==> src/rtl/conv_engine_pkg.sv <==
// conv_engine_pkg: shared types and helpers for conv_engine_param.
// Holds the FSM state encoding, the derived-size helpers (output side,
// tap count, load length, index widths) and the requantisation function.
package conv_engine_pkg;

  typedef enum logic [2:0] {
    IDLE,
    LOAD,
    COMPUTE,
    OUTPUT,
    DONE
  } state_t;

  // Output map side: N-K+1
  function automatic int out_n(input int n, input int k);
    return n - k + 1;
  endfunction

  // Kernel taps per output pixel: K*K
  function automatic int ntaps(input int k);
    return k * k;
  endfunction

  // Words fetched per run: all weights followed by all features
  function automatic int nload(input int n, input int k);
    return k * k + n * n;
  endfunction

  // Index width for a counter spanning 0..n-1, never narrower than 1 bit
  function automatic int idx_w(input int n);
    return (n <= 1) ? 1 : $clog2(n);
  endfunction

  // Arithmetic shift (floor), optional ReLU, then saturate to a signed
  // out_w-bit range. Works on 64 bits so any legal ACC_W fits.
  function automatic logic signed [63:0] requant(input logic signed [63:0] acc,
                                                 input int                 shift,
                                                 input logic               relu,
                                                 input int                 out_w);
    logic signed [63:0] y;
    logic signed [63:0] hi;
    logic signed [63:0] lo;
    y  = acc >>> shift;
    if (relu && (y < 64'sd0)) y = 64'sd0;
    hi = (64'sd1 <<< (out_w - 1)) - 64'sd1;
    lo = -(64'sd1 <<< (out_w - 1));
    if (y > hi)      y = hi;
    else if (y < lo) y = lo;
    return y;
  endfunction

endpackage

==> src/rtl/conv_engine_param_mac.sv <==
// conv_mac_unit: one signed multiply-accumulate per cycle while i_vld.
// Ports: i_w/i_f operands, i_first clears the running sum, i_last requantises
// the final sum into o_dat, which then holds until the next last tap.
module conv_mac_unit
  import conv_engine_pkg::*;
#(
  parameter int DATA_W = 8,
  parameter int ACC_W  = 20,
  parameter int OUT_W  = 8,
  parameter int SHIFT  = 0
) (
  input  logic                     clk,
  input  logic                     rst,
  input  logic                     i_vld,
  input  logic                     i_first,
  input  logic                     i_last,
  input  logic                     i_relu,
  input  logic signed [DATA_W-1:0] i_w,
  input  logic signed [DATA_W-1:0] i_f,
  output logic        [OUT_W-1:0]  o_dat
);

  logic signed [2*DATA_W-1:0] w_prod;
  logic signed [ACC_W-1:0]    w_prod_ext;
  logic signed [ACC_W-1:0]    w_sum;
  logic signed [63:0]         w_q;
  logic signed [ACC_W-1:0]    r_acc;
  logic        [OUT_W-1:0]    r_out;

  assign w_prod     = i_w * i_f;
  assign w_prod_ext = ACC_W'(w_prod);
  // First tap starts a fresh sum rather than adding to the previous pixel
  assign w_sum      = (i_first ? '0 : r_acc) + w_prod_ext;
  assign w_q        = requant(64'(w_sum), SHIFT, i_relu, OUT_W);

  always_ff @(posedge clk) begin
    if (rst) begin
      r_acc <= '0;
      r_out <= '0;
    end else if (i_vld) begin
      r_acc <= w_sum;
      if (i_last) r_out <= w_q[OUT_W-1:0];
    end
  end

  assign o_dat = r_out;

endmodule

==> src/rtl/conv_engine_param.sv <==
// conv_engine_param: loads a KxK kernel and NxN feature map from sync memory,
// then streams (N-K+1)^2 requantised conv outputs over valid/ready.
// Ports: en/is_done_o to the mode FSM, addr_o/data_i to memory, out_* stream.
module conv_engine_param
  import conv_engine_pkg::*;
#(
  parameter int DATA_W    = 8,
  parameter int ADDR_W    = 6,
  parameter int IFM_N     = 3,
  parameter int KER_K     = 2,
  parameter int ACC_W     = 20,
  parameter int OUT_W     = 8,
  parameter int SHIFT     = 0,
  parameter int BASE_ADDR = 0
) (
  input  logic                                   clk,
  input  logic                                   rst,
  input  logic                                   en,
  input  logic                                   relu_i,
  input  logic [DATA_W-1:0]                      data_i,
  output logic [ADDR_W-1:0]                      addr_o,
  output logic [OUT_W-1:0]                       out_data_o,
  output logic [idx_w(IFM_N-KER_K+1)-1:0]        out_row_o,
  output logic [idx_w(IFM_N-KER_K+1)-1:0]        out_col_o,
  output logic                                   out_last_o,
  output logic                                   out_valid_o,
  input  logic                                   out_ready_i,
  output logic                                   is_done_o
);

  localparam int OUT_N = out_n(IFM_N, KER_K);
  localparam int NTAPS = ntaps(KER_K);
  localparam int NLOAD = nload(IFM_N, KER_K);
  localparam int RC_W  = idx_w(OUT_N);
  localparam int K_W   = idx_w(KER_K);
  localparam int CNT_W = idx_w(NLOAD + 1);
  localparam int W_IW  = idx_w(NTAPS);
  localparam int F_IW  = idx_w(IFM_N * IFM_N);

  state_t              r_state, w_next;
  logic                r_relu;
  logic [CNT_W-1:0]    r_cnt;
  logic [K_W-1:0]      r_ki, r_kj;
  logic [RC_W-1:0]     r_row, r_col;
  logic signed [DATA_W-1:0] r_w [NTAPS];
  logic signed [DATA_W-1:0] r_f [IFM_N*IFM_N];

  logic                w_first, w_last_tap, w_last_col, w_last_px;
  logic [W_IW-1:0]     w_widx;
  logic [F_IW-1:0]     w_fidx;
  int                  w_lidx;

  assign w_first    = (r_ki == '0) && (r_kj == '0);
  assign w_last_tap = (r_ki == K_W'(KER_K - 1)) && (r_kj == K_W'(KER_K - 1));
  assign w_last_col = (r_col == RC_W'(OUT_N - 1));
  assign w_last_px  = w_last_col && (r_row == RC_W'(OUT_N - 1));
  assign w_widx     = W_IW'(int'(r_ki) * KER_K + int'(r_kj));
  assign w_fidx     = F_IW'((int'(r_row) + int'(r_ki)) * IFM_N + int'(r_col) + int'(r_kj));
  // Load data lags its address by one cycle, so r_cnt=j captures word j-1
  assign w_lidx     = int'(r_cnt) - 1;

  always_comb begin
    w_next      = r_state;
    addr_o      = '0;
    out_valid_o = 1'b0;
    out_last_o  = 1'b0;
    is_done_o   = 1'b0;
    case (r_state)
      IDLE:    if (en) w_next = LOAD;
      LOAD: begin
        if (r_cnt < CNT_W'(NLOAD)) addr_o = ADDR_W'(BASE_ADDR) + ADDR_W'(r_cnt);
        if (r_cnt == CNT_W'(NLOAD)) w_next = COMPUTE;
      end
      COMPUTE: if (w_last_tap) w_next = OUTPUT;
      OUTPUT: begin
        out_valid_o = 1'b1;
        out_last_o  = w_last_px;
        if (out_ready_i) w_next = w_last_px ? DONE : COMPUTE;
      end
      DONE: begin
        is_done_o = 1'b1;
        if (!en) w_next = IDLE;
      end
      default: w_next = IDLE;
    endcase
  end

  always_ff @(posedge clk) begin
    if (rst) begin
      r_state <= IDLE;
      r_relu  <= 1'b0;
      r_cnt   <= '0;
      r_ki    <= '0;
      r_kj    <= '0;
      r_row   <= '0;
      r_col   <= '0;
    end else begin
      r_state <= w_next;
      case (r_state)
        IDLE: begin
          r_cnt <= '0;
          r_ki  <= '0;
          r_kj  <= '0;
          r_row <= '0;
          r_col <= '0;
          if (en) r_relu <= relu_i;
        end
        LOAD: r_cnt <= r_cnt + 1'b1;
        COMPUTE: begin
          if (r_kj == K_W'(KER_K - 1)) begin
            r_kj <= '0;
            r_ki <= w_last_tap ? '0 : r_ki + 1'b1;
          end else begin
            r_kj <= r_kj + 1'b1;
          end
        end
        OUTPUT: begin
          if (out_ready_i) begin
            if (w_last_col) begin
              r_col <= '0;
              r_row <= r_row + 1'b1;
            end else begin
              r_col <= r_col + 1'b1;
            end
          end
        end
        default: ;
      endcase
    end
  end

  // Operand arrays carry no reset: every entry is rewritten before use
  always_ff @(posedge clk) begin
    if (!rst && (r_state == LOAD) && (r_cnt != '0)) begin
      if (w_lidx < NTAPS) r_w[W_IW'(w_lidx)]         <= data_i;
      else                r_f[F_IW'(w_lidx - NTAPS)] <= data_i;
    end
  end

  conv_mac_unit #(
    .DATA_W (DATA_W),
    .ACC_W  (ACC_W),
    .OUT_W  (OUT_W),
    .SHIFT  (SHIFT)
  ) u_mac (
    .clk     (clk),
    .rst     (rst),
    .i_vld   (r_state == COMPUTE),
    .i_first (w_first),
    .i_last  (w_last_tap),
    .i_relu  (r_relu),
    .i_w     (r_w[w_widx]),
    .i_f     (r_f[w_fidx]),
    .o_dat   (out_data_o)
  );

  assign out_row_o = r_row;
  assign out_col_o = r_col;

endmodule

==> config.mk <==
export PLATFORM = sky130hd
export DESIGN_NAME = conv_engine_param
export DESIGN_NICKNAME = d
export VERILOG_FILES = /design/src/rtl/conv_engine_pkg.sv /design/src/rtl/conv_engine_param_mac.sv /design/src/rtl/conv_engine_param.sv
export SDC_FILE = /design/constraint.sdc
export NUM_CORES = 1
export LEC_CHECK = 0
export CELL_PAD_IN_SITES_DETAIL_PLACEMENT = 1
export CELL_PAD_IN_SITES_GLOBAL_PLACEMENT = 1
export CORE_UTILIZATION = 47
export CTS_BUF_LIST = sky130_fd_sc_hd__clkbuf_4
export DETAILED_ROUTE_END_ITERATION = 6
export PLACE_DENSITY_LB_ADDON = 0.15
export REMOVE_ABC_BUFFERS = 1
export SLEW_MARGIN = 20
export SYNTH_ARGS = -nofsm -noshare
export SYNTH_HDL_FRONTEND = slang
export SYNTH_SLANG_ARGS = --single-unit
==> constraint.sdc <==
create_clock -name clk -period 9.6 [get_ports clk]
set_input_delay 2.88 -clock clk [delete_from_list [all_inputs] [get_ports clk]]
set_output_delay 2.88 -clock clk [all_outputs]
set_load 0.01 [all_outputs]
==> metrics.txt <==
number of flip-flops and latches in the synthesized netlist=144; Switching Power=between 0.001 and 0.0015 W; DRC violation count after routing=0; all-layer global routing usage=0.227; initial antenna violation count=1; time the worst path needs with I/O delays and setup=about 9 ns; startpoint type of the worst setup path=register; leakage dissipation=roughly 4.4 nW; leading cell types in the layout, fill and taps excluded=109 x sky130_fd_sc_hd__inv_1, 104 x sky130_fd_sc_hd__edfxtp_1, 95 x sky130_fd_sc_hd__nand2_1, 91 x sky130_fd_sc_hd__nor2_1, 57 x sky130_fd_sc_hd__fa_1; maximum number of pins on one net before global-route repair=42; portion of total power attributed to combinational logic=0.626; power per unit of standard cell area=269 nW/µm²; remaining global-route overflow=0; First-pass DRT Iterations=4; Clock Skews=0.0363 ns; io pins=32; number of buffers inserted for hold repair after clock tree synthesis=0; buffer levels on the longest clock path=2; gpl congestion=0.827; pre-CTS setup slack=-0.136 ns; number of global-route vias before repair=~7500; maximum clock rate=around 110 MHz; sequential standard cell area=3930 µm²; Post-synth EDFFs=~100; final core utilization=0.547; detailed-route wire length=23600 µm; layout-stage area growth over the synthesis result=13.1%; Area after DPL=10500 µm²; DP Cell Count=1232; stage delay of the slowest cell on the critical path=0.64 ns; CP max stage cell=sky130_fd_sc_hd__fa_2; core area=20400 µm²; switching part of the total power=0.471; final cell count without fillers=~1300; clock network power share=0.141; die area=21500 µm²; number of vias per cell after detailed routing=5.44; post-synthesis async set-or-reset flop share=0; classification of the worst-slack hold path=register to register; clock latency on the worst-skew pair=0.60 ns; Worst Tran Pin Value=1.00 ns; Worst R2R Start=out_row_o; Max Cap Viol=0; nets=1119; number of fill cells in the layout=2222; TritonCTS Buffers=17; vias after detailed routing=6932; effective utilization at floorplan=0.483; number of antenna-violating nets in the routed design=0; Post-synth top flop=sky130_fd_sc_hd__edfxtp_1; internal power=0.00158 W; run status=finished clean; part of the Yosys area used for sequential elements=0.399; max_slew headroom=0.331; clock sinks=144; Die Y=147 µm; share of cells above drive strength 1=0.146; width of the chip=147 µm; cell count after synthesis=942; arrival time at the worst endpoint=9.68 ns; kind of critical path=register to register; per-instance average area after synthesis=10.4 µm²; Port Buf Inserts=29; Clk Tree Root Cell=sky130_fd_sc_hd__clkbuf_4; half-perimeter wire length after detailed placement=17300 µm; level count of the clock H-tree=4; CP Max Fanout=8; drt initial violations=229; fin worst setup slack=0.412 ns; clock tree from TritonCTS=done; share of the clock period used by the worst path=0.957; met1 GRT Util=0.288; distinct cell type count of the synthesized netlist=70; Routed WL per cell=18.5 µm; YS warnings=0; worst min-delay path startpoint=u_mac.r_acc[3]; met2 global-route usage=0.402; Cell Area, Synth=9840 µm²; max-slew violation total from the final report=0; critical path data required time=a little over 10 ns; Max rail drop VDD=0.150 mV; most used routing layer=met2; timing startpoint of the critical path=out_row_o; setup violation total in the final timing report=0; combined area of the multi-input logic cells=5540 µm²; summed area of non-filler cells in the final layout=roughly 11000 µm²; Clock transition at path regs=0.16 ns; row cnt=52; final count of hold timing violations=0; sequential share of power=0.233; wire length of the first global-routing pass=38300 µm; kind of end point of the critical path=register; most common cell after layout, fill and taps aside=sky130_fd_sc_hd__inv_1; global routing met3 resource utilization=0.0332
-- synth_stat cells (10+ instances only) --
master,instances,area (µm²)
sky130_fd_sc_hd__clkbuf_1,27,101
sky130_fd_sc_hd__ha_1,56,701
sky130_fd_sc_hd__o21ai_0,19,95.1
sky130_fd_sc_hd__nor2b_1,16,100
sky130_fd_sc_hd__a211oi_1,16,120
sky130_fd_sc_hd__nand2b_1,10,62.6
sky130_fd_sc_hd__and2_1,23,144
sky130_fd_sc_hd__or2_2,13,81.3
sky130_fd_sc_hd__nand2_1,95,357
sky130_fd_sc_hd__a21oi_1,50,250
sky130_fd_sc_hd__mux2i_1,17,170
sky130_fd_sc_hd__dfxtp_1,40,801
sky130_fd_sc_hd__mux4_2,16,360
sky130_fd_sc_hd__o21ai_1,19,95.1
sky130_fd_sc_hd__fa_1,59,1180
sky130_fd_sc_hd__inv_1,109,409
sky130_fd_sc_hd__edfxtp_1,104,3120
sky130_fd_sc_hd__nor2_1,92,345
sky130_fd_sc_hd__nand3_1,18,90.1
sky130_fd_sc_hd__xnor2_1,26,228
-- per-stage QoR --
step | power, W | TNS (ns) | hold slack, ns
after detailed placement | 0.00241 | -0.869 | 0.444
after floorplan | 0.00200 | -0.394 | 0.426
after global placement | 0.00238 | 0 | 0.438
after CTS | 0.00286 | 0 | 0.462
after global routing | 0.00324 | -0.266 | 0.495
final | 0.00299 | 0 | 0.462
-- state kept, by name, summed over array words and instances, names as in the netlist --
signal and flops:
out_col_o 1, out_row_o 1, r_cnt 4, r_f 72, r_ki 1, r_kj 1, r_relu 1, r_state 3
r_w 32, u_mac.o_dat 8, u_mac.r_acc 20
-- critical path, delay by kind of cell (launching register included) --
family / cells / cell delay (ns)
AOI/OAI and AO/OA: 11 / 2.15
xor gates and xnor gates: 2 / 0.40
adders and majority gates: 9 / 4.10
buffers and inverters: 7 / 0.60
DFF: 1 / 0.39
muxes: 2 / 0.64
and+or+nand+nor: 7 / 0.81
-- repair_timing --
action,in CTS,in global routing
setup endpoints to repair,7,9
pin swaps,2,20
buffers inserted,2,7
gates cloned,0,1
resized for setup,3,42
-- routing by layer --
metal,up-vias,part of all wire
met5,-,0
met4,0,0.015
met3,29,0.019
met2,74,0.52
met1,3480,0.45
li1,3349,-
-- worst paths after layout --
check,endpoint,cells after the start,slack (ns)
min,u_mac.r_acc[3],2,0.46
max,u_mac.o_dat[0],38,0.41
max reg2reg,u_mac.o_dat[0],38,0.41
min reg2reg,u_mac.r_acc[3],2,0.46
-- cells by family after synthesis --
logic type,after synthesis,synth area share
AND/OR/NAND/NOR,300,0.142
AO/OA/AOI/OAI,164,0.113
flip-flops,144,0.399
buffers and inverters,141,0.0561
adder cells (fa/ha/maj),115,0.191
multiplexers,42,0.0642
XOR/XNOR,35,0.0338
other,1,0.000381
-- power groups by stage --
stage	Clock [W]	Sequential, W	Combinational, W
finish	0.000422	0.000696	0.00187
global route	0.000454	0.000698	0.00208
CTS	0.000433	0.000696	0.00173
detailed placement	0	0.000710	0.00170
global placement	0	0.000709	0.00167
floorplan	0	0.000705	0.00129
-- layout make-up --
class,instances,share of cell area
repair buffers,61,0.0540
inverters,109,0.0368
clock inverters,15,0.0164
well taps,270,0.0304
clock buffers,17,0.0115
multi-input cells,658,0.498
diodes,1,0.000225
flip-flops and latches,144,0.353
(Power assumes the default switching activity.)
